## config.mk

```make
export PLATFORM = sky130hd
export DESIGN_NAME = hazard_ctrl
export DESIGN_NICKNAME = d
export VERILOG_FILES = /design/src/rtl/hazard_pkg.sv /design/src/rtl/load_use_detect.sv /design/src/rtl/hazard_ctrl.sv
export SDC_FILE = /design/constraint.sdc
export NUM_CORES = 1
export LEC_CHECK = 0
export BUFFER_PORTS_ARGS = -buffer_cell sky130_fd_sc_hd__buf_2
export CORE_MARGIN = 1.5
export CORE_UTILIZATION = 54
export DETAILED_ROUTE_END_ITERATION = 10
export PLACE_DENSITY = 0.94
export SETUP_SLACK_MARGIN = 0.15
export SYNTH_ARGS = -nofsm -noshare
export SYNTH_HDL_FRONTEND = slang
export SYNTH_SLANG_ARGS = --single-unit
```

## constraint.sdc

```tcl
create_clock -name clk -period 4.05 [get_ports clk]
set_input_delay 0.405 -clock clk [delete_from_list [all_inputs] [get_ports clk]]
set_output_delay 0.405 -clock clk [all_outputs]
set_load 0.03 [all_outputs]
```

## src/rtl/hazard_pkg.sv

```systemverilog
// ============================================================================
// Module      : hazard_pkg
// Description : Shared types and constants for the pipeline hazard controller.
// Revision    : 1.0 - initial release
// ============================================================================
`default_nettype none

package hazard_pkg;

    typedef enum logic [1:0] {
        ST_RUN   = 2'd0,
        ST_DRAIN = 2'd1,
        ST_HALT  = 2'd2
    } state_t;

    localparam int          c_drain_cycles_default = 4;
    localparam int          c_drain_cnt_w          = 4;
    localparam logic [4:0]  c_reg_x0               = 5'd0;

endpackage

`default_nettype wire

```

## src/rtl/load_use_detect.sv

```systemverilog
// ============================================================================
// Module      : load_use_detect
// Description : Flags an ID-stage read of a register a load in EX will write.
// Revision    : 1.0 - initial release
// ============================================================================
`default_nettype none

module load_use_detect
    import hazard_pkg::*;
(
    input  logic       ex_memread,
    input  logic [4:0] ex_rd,
    input  logic [4:0] id_rs1,
    input  logic [4:0] id_rs2,
    input  logic       id_uses_rs2,
    output logic       load_use
);

    logic w_rs1_hit;
    logic w_rs2_hit;

    // x0 is hardwired to zero, so a load targeting it never creates a hazard
    assign w_rs1_hit = (ex_rd == id_rs1);
    assign w_rs2_hit = id_uses_rs2 & (ex_rd == id_rs2);
    assign load_use  = ex_memread & (ex_rd != c_reg_x0) & (w_rs1_hit | w_rs2_hit);

endmodule

`default_nettype wire

```

## src/rtl/hazard_ctrl.sv

```systemverilog
// ============================================================================
// Module      : hazard_ctrl
// Description : Load-use stall, redirect flush and ECALL drain/halt control.
//               Optional MUL/DIV hold input when HAZARD_MDU_STALL_EN is defined.
// Revision    : 1.0 - initial release
// ============================================================================
`default_nettype none

module hazard_ctrl
    import hazard_pkg::*;
#(
    parameter int DRAIN_CYCLES = c_drain_cycles_default,
    parameter int STALL_CNT_W  = 16
)(
    input  logic                   clk,
    input  logic                   rst_n,
    input  logic [4:0]             id_rs1,
    input  logic [4:0]             id_rs2,
    input  logic                   id_uses_rs2,
    input  logic [4:0]             ex_rd,
    input  logic                   ex_memread,
    input  logic                   ex_redirect,
    input  logic                   id_exit,
`ifdef HAZARD_MDU_STALL_EN
    input  logic                   mdu_busy,
`endif
    output logic                   pc_en,
    output logic                   ifid_en,
    output logic                   ifid_flush,
    output logic                   idex_flush,
    output logic                   ex_hold,
    output logic                   halted,
    output logic [STALL_CNT_W-1:0] stall_cnt
);

    localparam logic [c_drain_cnt_w-1:0] c_drain_load = c_drain_cnt_w'(DRAIN_CYCLES - 1);

    state_t                   r_state;
    state_t                   w_state_nxt;
    logic [c_drain_cnt_w-1:0] r_drain_cnt;
    logic [c_drain_cnt_w-1:0] w_drain_nxt;
    logic [STALL_CNT_W-1:0]   r_stall_cnt;
    logic                     r_halted;

    logic w_load_use;
    logic w_mdu_busy;
    logic w_hold;
    logic w_stall;
    logic w_redirect;
    logic w_exit_go;

    load_use_detect u_load_use_detect (
        .ex_memread  (ex_memread),
        .ex_rd       (ex_rd),
        .id_rs1      (id_rs1),
        .id_rs2      (id_rs2),
        .id_uses_rs2 (id_uses_rs2),
        .load_use    (w_load_use)
    );

`ifdef HAZARD_MDU_STALL_EN
    assign w_mdu_busy = mdu_busy;
`else
    assign w_mdu_busy = 1'b0;
`endif

    // A busy multi-cycle unit outranks every other event; once halted it is irrelevant
    assign w_hold     = w_mdu_busy & ((r_state == ST_RUN) | (r_state == ST_DRAIN));
    assign w_redirect = (r_state == ST_RUN) & ex_redirect & ~w_hold;
    assign w_stall    = (r_state == ST_RUN) & w_load_use & ~ex_redirect & ~w_hold;
    assign w_exit_go  = (r_state == ST_RUN) & id_exit & ~w_load_use & ~ex_redirect & ~w_hold;

    // ------------------------------------------------------------------------
    // State and counter registers
    // ------------------------------------------------------------------------
    always_ff @(posedge clk or negedge rst_n) begin
        if (!rst_n) begin
            r_state     <= ST_RUN;
            r_drain_cnt <= '0;
            r_stall_cnt <= '0;
            r_halted    <= 1'b0;
        end else begin
            r_state     <= w_state_nxt;
            r_drain_cnt <= w_drain_nxt;
            r_halted    <= (w_state_nxt == ST_HALT);
            if (w_stall && (r_stall_cnt != {STALL_CNT_W{1'b1}})) begin
                r_stall_cnt <= r_stall_cnt + 1'b1;
            end
        end
    end

    // ------------------------------------------------------------------------
    // Next-state logic
    // ------------------------------------------------------------------------
    always_comb begin
        w_state_nxt = r_state;
        w_drain_nxt = r_drain_cnt;
        case (r_state)
            ST_RUN: begin
                if (w_exit_go) begin
                    w_state_nxt = ST_DRAIN;
                    w_drain_nxt = c_drain_load;
                end
            end
            ST_DRAIN: begin
                if (!w_hold) begin
                    if (r_drain_cnt == '0) begin
                        w_state_nxt = ST_HALT;
                    end else begin
                        w_drain_nxt = r_drain_cnt - 1'b1;
                    end
                end
            end
            ST_HALT: begin
                w_state_nxt = ST_HALT;
            end
            default: begin
                w_state_nxt = ST_RUN;
                w_drain_nxt = '0;
            end
        endcase
    end

    // ------------------------------------------------------------------------
    // Output decode; reset forces the RUN no-event values regardless of inputs
    // ------------------------------------------------------------------------
    always_comb begin
        pc_en      = 1'b1;
        ifid_en    = 1'b1;
        ifid_flush = 1'b0;
        idex_flush = 1'b0;
        ex_hold    = 1'b0;
        if (rst_n) begin
            if (w_hold) begin
                pc_en   = 1'b0;
                ifid_en = 1'b0;
                ex_hold = 1'b1;
            end else begin
                case (r_state)
                    ST_RUN: begin
                        if (w_redirect) begin
                            ifid_flush = 1'b1;
                            idex_flush = 1'b1;
                        end else if (w_stall) begin
                            pc_en      = 1'b0;
                            ifid_en    = 1'b0;
                            idex_flush = 1'b1;
                        end
                    end
                    ST_DRAIN: begin
                        pc_en      = 1'b0;
                        ifid_en    = 1'b0;
                        ifid_flush = 1'b1;
                    end
                    ST_HALT: begin
                        pc_en      = 1'b0;
                        ifid_en    = 1'b0;
                        ifid_flush = 1'b1;
                        idex_flush = 1'b1;
                    end
                    default: begin
                        pc_en   = 1'b1;
                        ifid_en = 1'b1;
                    end
                endcase
            end
        end
    end

    assign halted    = r_halted;
    assign stall_cnt = r_stall_cnt;

endmodule

`default_nettype wire

```

==> results of run 1 <==
==> through the flow <==
step	std cells	hold slack [ns]	power (mW)	worst slack, ns	utilization
after CTS	212	0.06484	0.3877	1.664	0.6722
after detailed placement	208	0.4245	0.2791	1.674	0.6611
after global routing	212	0.07210	0.4029	1.535	0.6722
after global placement	208	0.4034	0.2771	1.711	0.6611
final	212	0.03617	0.3893	1.623	0.6722
after floorplan	139	0.1094	0.2587	1.724	-
==> cells in the final DEF, fill, tap and decap left out, drive strengths merged, types with 2 or more instances in the layout <==
cell,Yosys,final
a21oi,4,4
a31o,2,2
nor2,9,9
nand4,9,9
nor3,6,6
nand3,6,6
nand2,13,13
ha,7,7
o21ai,2,2
inv,9,9
buf,2,41
xnor2,14,14
xor2,11,11
and4,2,2
dfrtp,23,23
clkbuf,0,3
==> where the power goes <==
| group | switching, mW | internal, mW |
|---|---|---|
| Clock | 0.0775 | 0.0371 |
| Sequential | 0 | 0.230 |
| Combinational | 0.0285 | 0.0166 |
==> worst min path at each step <==
stage / start / end
floorplan: rst_n / halted
global placement: rst_n / r_state[1]
detailed placement: rst_n / r_state[0]
CTS: rst_n / r_state[0]
global route: rst_n / halted
finish: rst_n / halted
==> synth_stat cells (2+ instances only) <==
library cell,count,area share
xor2_1,11,0.068
nand4_1,9,0.040
nand3_1,6,0.021
ha_1,7,0.062
a21oi_1,4,0.014
buf_4,2,0.011
inv_1,9,0.024
nor3_4,2,0.023
nor2_1,8,0.021
nand2_1,13,0.035
xnor2_1,14,0.087
dfrtp_1,23,0.41
nor3_1,4,0.014
and4_1,2,0.012
==> routing by layer <==
| layer | up-vias | part of all wire | global-route usage |
|---|---|---|---|
| li1 | 568 | - | - |
| met1 | 578 | 0.43 | 0.2832 |
| met2 | 30 | 0.52 | 0.4350 |
| met3 | 5 | 0.033 | 0.04444 |
| met4 | 0 | 0.013 | 0.07917 |
| met5 | - | 0 | 0 |
==> flip-flops by register name, indices dropped and copies added (netlist names) <==
signal,flops
r_drain_cnt,4
r_state,2
halted,1
stall_cnt,16
==> cell type report <==
cell class | instances | share of cell area
Clock buffer | 3 | 0.01352
Clock inverter | 1 | 0.003005
Inverter | 9 | 0.02029
Multi-Input combinational cell | 105 | 0.4718
Sequential cell | 23 | 0.3456
Tap cell | 30 | 0.02254
Timing Repair Buffer | 41 | 0.1232
==> cell families (layout without fill, tap and decap cells) <==
kind of cell,count (synthesis),after routing,synth area share
mux,2,2,0.01508
xor+xnor,25,25,0.1553
other cells,1,1,0.002659
flops,23,23,0.4082
buf+inv,11,54,0.03460
simple gates,55,55,0.2307
fa+ha+maj,7,7,0.06211
compound gates,15,15,0.09140
==> impl_metrics.env, run 1 <==
export IMPL_ant_nets=0
export IMPL_clock_skew_ns=0.008204
export IMPL_worstReg2RegEnd="r_drain_cnt[2]"
export IMPL_drive_gt1_frac=0.2912
export IMPL_critical_path_depth=8
export IMPL_fp_coreArea_mm2=0.002477
export IMPL_cts_tree="yes"
export IMPL_drt_iter0_drc=8
export IMPL_cts_sinks=23
export IMPL_drt_pre_antenna_iters=4
export IMPL_timing_hold_violations_final=0
export IMPL_diodes=0
export IMPL_cp_endpoint="idex_flush"
export IMPL_design_area_mm2=0.001665
export IMPL_reg2reg_slack_ns=1.90
export IMPL_hold_buffers=0
export IMPL_areaGrowthSynthToFinish_pct=18.10
export IMPL_grt_use_total=0.2399
export IMPL_min_period_over_period=0.5992
export IMPL_viasPerCell=5.571
export IMPL_synthFlopType="dfrtp_1"
export IMPL_dpl_instance_area_mm2=0.001638
export IMPL_die_h_um=54.10
export IMPL_reg2regPathDepth=8
export IMPL_async_flop_share=1.000
export IMPL_power_density_mw_per_mm2=233.8
export IMPL_cts_made_buffers=3
export IMPL_clk_pin_slew_ns=0.14
export IMPL_period_needed_ns=2.427
export IMPL_ys_seq_elements=23
export IMPL_postCtsSetupBuffers=0
export IMPL_seqCellArea_um2=575.6
export IMPL_tightestPinTransition_ns=0.5466
export IMPL_synth_cell_types=39
export IMPL_grt_pass1_wl_um=5071
export IMPL_crit_path_top_delay_cell="nor4_4"
export IMPL_hold_path_class="primary input to async pin"
export IMPL_max_stage_delay_ns=0.33
export IMPL_cp_common_cell="buf_2"
export IMPL_fmax_ghz=0.4121
export IMPL_relSlewSlack=0.6356
export IMPL_syn_inst=139
export IMPL_setup_worst_path_start="ex_rd[4]"
export IMPL_cts_max_path_buffers=2
export IMPL_rsz0062_at_grt="false"
export IMPL_synthesis_nets=167
export IMPL_num_vias=1181
export IMPL_yosysSeqAreaShare=0.4082
export IMPL_p_leak_nw=0.8326
export IMPL_drc=0
export IMPL_postSynthAreaPerCell_um2=10.14
export IMPL_grt_max_degree=27
export IMPL_detail_route_wl_per_cell_um=14.68
export IMPL_drv_cap=0
export IMPL_status="finished, final reports clean"
export IMPL_place_congestion=0.7649
export IMPL_syn_cell_area_mm2=0.001410
export IMPL_setup_viol=0
export IMPL_pin_count=43
export IMPL_fin_tns_setup_ns=0
export IMPL_crit_arrival_ns=2.02
export IMPL_start_kind="primary input"
export IMPL_io_buffers=41
export IMPL_multi_input_area_um2=785.8
export IMPL_antenna_found_initial=0
export IMPL_cts_resized=0
export IMPL_path_cells="buf_2, xor2_1, nor4_4, a32oi_4, or2_1, a21boi_1, o21a_1, buf_2"
export IMPL_start_util=0.5692
export IMPL_hpwlAfterDp_um=2396
export IMPL_grt_overflow=0
export IMPL_die_x_um=54.10
export IMPL_critPathMaxFanout=6
export IMPL_synth_warning_count=0
export IMPL_routed_wl_um=3112
export IMPL_cp_top_family="simple AND/OR/NAND/NOR gates"
export IMPL_grt_pass1_vias=1186
export IMPL_cp_data_required_time_ns=3.64
export IMPL_critPathCaptureType="output port"
export IMPL_clk_latency_ns=0.33
export IMPL_clock_root_buffer="clkbuf_4"
export IMPL_htree_levels=1
export IMPL_die_area_mm2=0.002927
export IMPL_nNetsFinal=211
export IMPL_critPathBufInv=2
export IMPL_drv_slew=0
export IMPL_crit_type="primary input to output port"
export IMPL_synth_edf_count=0
export IMPL_worstReg2RegStart="r_state[1]"
export IMPL_num_rows=18
export IMPL_fillCellCount=204
export IMPL_vdd_ir_drop_max_mv=0.1893
(Power assumes the default switching activity.)
==> run 2: changes to the inputs <==
ABC_AREA = 1   (was unset)
CORE_UTILIZATION = 53   (was 54)
PLACE_DENSITY = 0.9   (was 0.94)
clock period = 2.4 ns   (was 4.05 ns; I/O delays follow)
==> impl_metrics.env, run 2 <==
export IMPL_clk_pin_slew_ns=0.12
export IMPL_cp_top_family="flip-flops"
export IMPL_layout_commonest_cell="nand2_1"
export IMPL_path_cells="inv_1, ha_1, inv_1, nor3_1, o21ai_0, buf_2"
export IMPL_hold_depth=4
export IMPL_timing_hold_violations_final=0
export IMPL_io_buffers=41
export IMPL_num_rows=20
export IMPL_synth_largest_area_cell="dfrtp_1"
export IMPL_cp_common_cell="inv_1"
export IMPL_fp_coreArea_mm2=0.003078
export IMPL_cts_resized=0
export IMPL_async_flop_share=1.000
export IMPL_nNetsFinal=326
export IMPL_postCtsSetupBuffers=0
export IMPL_ys_seq_elements=23
export IMPL_grt_use_total=0.2212
export IMPL_design_area_mm2=0.002016
export IMPL_htree_levels=1
export IMPL_synth_edf_count=0
export IMPL_synth_cell_types=29
export IMPL_clock_skew_ns=0.009485
export IMPL_period_needed_ns=2.063
export IMPL_fmax_ghz=0.4847
export IMPL_status="finished, final reports clean"
export IMPL_drive_gt1_frac=0.1953
export IMPL_place_congestion=0.9090
export IMPL_rsz0062_at_grt="false"
export IMPL_drt_iter0_drc=63
export IMPL_cts_sinks=23
export IMPL_ant_nets=0
export IMPL_grt_overflow=0
export IMPL_viasPerCell=4.845
export IMPL_die_area_mm2=0.003637
export IMPL_total_power_uw=646.7
export IMPL_drv_cap=0
export IMPL_detail_route_wl_per_cell_um=10.67
export IMPL_syn_inst=254
export IMPL_max_stage_delay_ns=0.44
export IMPL_synth_top_cells_by_count="nand2_1, inv_1, dfrtp_1"
export IMPL_start_kind="register"
export IMPL_die_h_um=60.31
export IMPL_clk_latency_ns=0.32
export IMPL_crit_path_top_delay_cell="dfrtp_1"
export IMPL_min_period_over_period=0.8597
export IMPL_areaGrowthSynthToFinish_pct=15.82
export IMPL_critPathBufInv=3
export IMPL_p_leak_nw=1.157
export IMPL_fin_tns_setup_ns=0
export IMPL_cts_made_buffers=3
export IMPL_die_x_um=60.31
export IMPL_cp_data_required_time_ns=2.16
export IMPL_cts_max_path_buffers=2
export IMPL_antenna_found_initial=0
export IMPL_fillCellCount=260
export IMPL_synth_area_leaders="dfrtp_1, nand2_1, inv_1"
export IMPL_vdd_ir_drop_max_mv=0.1754
export IMPL_crit_arrival_ns=1.82
export IMPL_cts_tree="yes"
export IMPL_hold_buffers=1
export IMPL_synth_top_cell_area_share=0.3307
export IMPL_dp_cells=336
export IMPL_postSynthAreaPerCell_um2=6.852
export IMPL_syn_cell_area_mm2=0.001740
export IMPL_routed_wl_um=3638
export IMPL_num_vias=1652
export IMPL_crit_type="register to output port"
export IMPL_diodes=0
export IMPL_hold_path_class="primary input to register"
export IMPL_reg2regPathDepth=7
export IMPL_synthesis_nets=282
export IMPL_synthFlopType="dfrtp_1"
export IMPL_yosysSeqAreaShare=0.3307
export IMPL_dpl_instance_area_mm2=0.001979
export IMPL_yosysMostFrequentCell="nand2_1"
export IMPL_critical_path_depth=6
export IMPL_drc=0
export IMPL_drt_pre_antenna_iters=4
export IMPL_pin_count=43
export IMPL_synth_warning_count=0
export IMPL_drv_slew=0
export IMPL_critPathMaxFanout=6
export IMPL_grt_pass1_vias=1500
export IMPL_grt_max_degree=18
export IMPL_power_density_mw_per_mm2=320.8
export IMPL_hpwlAfterDp_um=2941
export IMPL_clock_root_buffer="clkbuf_4"
export IMPL_setup_viol=0
export IMPL_grt_pass1_wl_um=6085
export IMPL_critPathCaptureType="output port"
export IMPL_start_util=0.5654
export IMPL_largest_reg_flops=16
export IMPL_fin_cells=341
export IMPL_mostFrequentLayoutCells="nand2_1, buf_2, inv_1"
run 2: cell types whose count changed after synthesis, moves of 8 or more:
cell     delta
nor2_1      +8
nand2_1    +72
o21ai_0    +12
xnor2_1    -10
inv_1      +28
o21ai_1     +9
run 2: layout make-up:
cell class                      count  area [um^2]  share of cell area
Clock buffer                        4        26.28             0.01304
Inverter                           42        157.7             0.07821
Multi-Input combinational cell    184        970.9              0.4817
Sequential cell                    23        575.6              0.2855
Tap cell                           44        55.05             0.02731
Timing Repair Buffer               44        230.2              0.1142
run 2: worst paths after layout:
| kind | slack (ns) | endpoint | startpoint |
|---|---|---|---|
| setup / recovery | 0.34 | ifid_en | r_state[0] |
| hold / removal | 0.24 | stall_cnt[12] | ex_redirect |
| setup reg to reg | 0.58 | stall_cnt[11] | stall_cnt[0] |
| hold reg to reg | 0.56 | r_drain_cnt[3] | r_drain_cnt[3] |
| max in group asynchronous | 1.62 | stall_cnt[15] | rst_n |
| min in group asynchronous | 0.31 | stall_cnt[9] | rst_n |
run 2: cells by family (layout without fill, tap and decap cells):
logic type	count (synthesis)	after routing	synth area share
AND/OR/NAND/NOR	132	132	0.3415
buffers and inverters	47	90	0.1114
AO/OA/AOI/OAI	28	28	0.08340
flip-flops	23	23	0.3307
XOR/XNOR	16	16	0.08052
adder cells (fa/ha/maj)	7	7	0.05032
other	1	1	0.002155
run 2: power breakdown:
group          internal (mW)  switching, mW
Sequential             0.387              0
Clock                 0.0651          0.121
Combinational         0.0285         0.0451
run 2: layer usage:
layer  GRT usage  up-vias  part of all wire
met5           0        -                 0
met4      0.1111        0             0.023
met3     0.01732        7             0.042
met2      0.3711       49              0.48
met1      0.2857      724              0.45
li1            -      872                 -
run 2: worst register-to-register path: cells and delay by family, from the launching register on:
kind | cells | cell delay [ns]
simple gates | 4 | 0.69
flops | 1 | 0.48
fa+ha+maj | 1 | 0.26
buf+inv | 1 | 0.23
compound gates | 1 | 0.10
run 2: metrics by stage:
stage / worst slack (ns) / util / hold slack, ns
final: 0.3368 / 0.6549 / 0.2364
after global routing: 0.2034 / 0.6549 / 0.2475
after CTS: 0.3581 / 0.6549 / 0.2426
after detailed placement: 0.6123 / 0.6431 / 0.1359
after global placement: 0.6677 / 0.6431 / 0.1339
after floorplan: 0.2200 / - / -0.05559
==> run 3: changes to the inputs <==
==> constraint.sdc (replaced) <==
create_clock -name clk -period 2.4 [get_ports clk]
set_input_delay 0.36 -clock clk [delete_from_list [all_inputs] [get_ports clk]]
set_output_delay 0.36 -clock clk [all_outputs]
set_load 0.03 [all_outputs]
==> impl_metrics.env, run 3 (same netlist as run 2, synthesis figures left out) <==
export IMPL_status="finished, final reports clean"
export IMPL_detail_route_wl_per_cell_um=10.68
export IMPL_clock_root_buffer="clkbuf_4"
export IMPL_drv_cap=0
export IMPL_cts_tree="yes"
export IMPL_diodes=0
export IMPL_crit_path_top_delay_cell="dfrtp_1"
export IMPL_clk_pin_slew_ns=0.13
export IMPL_cp_top_family="flip-flops"
export IMPL_cts_made_buffers=3
export IMPL_hold_path_class="primary input to async pin"
export IMPL_rsz0062_at_grt="false"
export IMPL_vdd_ir_drop_max_mv=0.1694
export IMPL_critPathCaptureType="output port"
export IMPL_grt_pass1_wl_um=6306
export IMPL_io_buffers=41
export IMPL_pre_cts_ws_ns=0.4997
export IMPL_top_layer="met4"
export IMPL_drt_pre_antenna_iters=5
export IMPL_reg2reg_slack_ns=0.46
export IMPL_fin_tns_setup_ns=0
export IMPL_layout_setup_ws_ns=0.3080
export IMPL_setup_viol=0
export IMPL_hpwlAfterDp_um=2867
export IMPL_power_density_mw_per_mm2=318.6
export IMPL_grt_use_total=0.2236
export IMPL_crit_arrival_ns=1.73
export IMPL_clock_skew_ns=0.005755
export IMPL_reg2regPathDepth=7
export IMPL_min_period_over_period=0.8717
export IMPL_met2WireLength_um=1733
export IMPL_die_area_mm2=0.003637
export IMPL_die_h_um=60.31
export IMPL_holdWs_ns=0.3457
export IMPL_clk_latency_ns=0.31
export IMPL_worstReg2RegStart="stall_cnt[0]"
export IMPL_viasPerCell=4.962
export IMPL_largest_reg_flops=16
export IMPL_timing_hold_violations_final=0
export IMPL_drt_iter0_drc=102
export IMPL_cts_sinks=23
export IMPL_max_stage_delay_ns=0.44
export IMPL_grt_max_degree=24
export IMPL_critPathBufInv=3
export IMPL_fmax_ghz=0.4780
export IMPL_crit_type="register to output port"
export IMPL_pin_count=43
export IMPL_drc=0
export IMPL_mostFrequentLayoutCells="nand2_1, buf_2, inv_1"
export IMPL_routed_wl_um=3642
export IMPL_grt_pass1_vias=1562
export IMPL_ant_nets=0
export IMPL_num_rows=20
export IMPL_place_congestion=0.8705
export IMPL_cp_data_required_time_ns=2.04
export IMPL_wl_met3_um=159
export IMPL_p_leak_nw=1.156
export IMPL_period_needed_ns=2.092
export IMPL_post_route_util=0.6573
export IMPL_worstReg2RegEnd="stall_cnt[10]"
export IMPL_path_cells="inv_1, ha_2, inv_1, nor3_2, o21ai_1, buf_2"
export IMPL_wl_met1_um=1696
export IMPL_drv_slew=0
export IMPL_layout_commonest_cell="nand2_1"
export IMPL_cp_common_cell="inv_1"
export IMPL_fp_coreArea_mm2=0.003078
export IMPL_antenna_found_initial=0
export IMPL_die_x_um=60.31
export IMPL_start_util=0.5654
export IMPL_num_vias=1692
export IMPL_postCtsSetupBuffers=0
export IMPL_htree_levels=1
export IMPL_areaGrowthSynthToFinish_pct=16.25
export IMPL_grt_overflow=0
export IMPL_critPathMaxFanout=6
export IMPL_nNetsFinal=326
export IMPL_drive_gt1_frac=0.2020
export IMPL_cts_max_path_buffers=2
export IMPL_start_kind="register"
[run 3: changes by cell type in the layout (fill, tap and decap cells not counted)]
cell	change
ha_2	+1
o21ai_0	-1
nor3_2	+1
ha_1	-1
o21ai_1	+1
nor3_1	-1
[run 3: worst max-delay path by stage]
| stage | from | cells past startpoint | slack (ns) | to |
|---|---|---|---|---|
| after CTS | r_state[0] | 6 | 0.21 | pc_en |
| after global placement | stall_cnt[0] | 7 | 0.54 | stall_cnt[7] |
| after floorplan | r_state[0] | 6 | 0.37 | pc_en |
| final | r_state[0] | 6 | 0.31 | pc_en |
| after detailed placement | stall_cnt[0] | 7 | 0.50 | stall_cnt[10] |
| after global routing | r_state[0] | 6 | 0.20 | pc_en |
[run 3: final cells by class]
cell class	count	area [um^2]
flip-flops and latches	23	575.6
repair buffers	44	230.2
multi-input cells	184	978.4
fillers	259	1055
well taps	44	55.05
clock buffers	4	26.28
inverters	42	157.7
[run 3: layer usage]
| layer | vias up | GRT usage |
|---|---|---|
| met1 | 762 | 0.2980 |
| li1 | 877 | - |
| met3 | 6 | 0.01948 |
| met5 | - | 0 |
| met4 | 0 | 0.07937 |
| met2 | 47 | 0.3789 |
[run 3: where the power goes]
group	total [mW]	internal [mW]	switching, mW
Combinational	0.0749	0.0286	0.0463
Sequential	0.387	0.387	0
Clock	0.182	0.0649	0.117
Total	0.645	0.481	0.164
[run 3: metrics by stage]
stage	cells	total power [mW]	instance area, um^2
final	341	0.6446	2023
after CTS	341	0.6467	2016
after global routing	341	0.6734	2023
after global placement	336	0.4674	1979
after floorplan	254	0.4341	1740
after detailed placement	336	0.4692	1979
[run 3: timing repair]
action                                  in CTS  in global routing
endpoints found under the setup margin       0                  2
gates resized for setup                      0                  2
hold buffers                                 1                  0
endpoints found under the hold margin        1                  0
[run 3: worst register-to-register path, stage by stage (launching register included)]
cell and delay, ns:
dfrtp_1 0.51, ha_1 0.28, nand3_1 0.14, nand3b_4 0.21, nor3_4 0.33, buf_4 0.24, o21ai_0 0.11, nand2_1 0.08
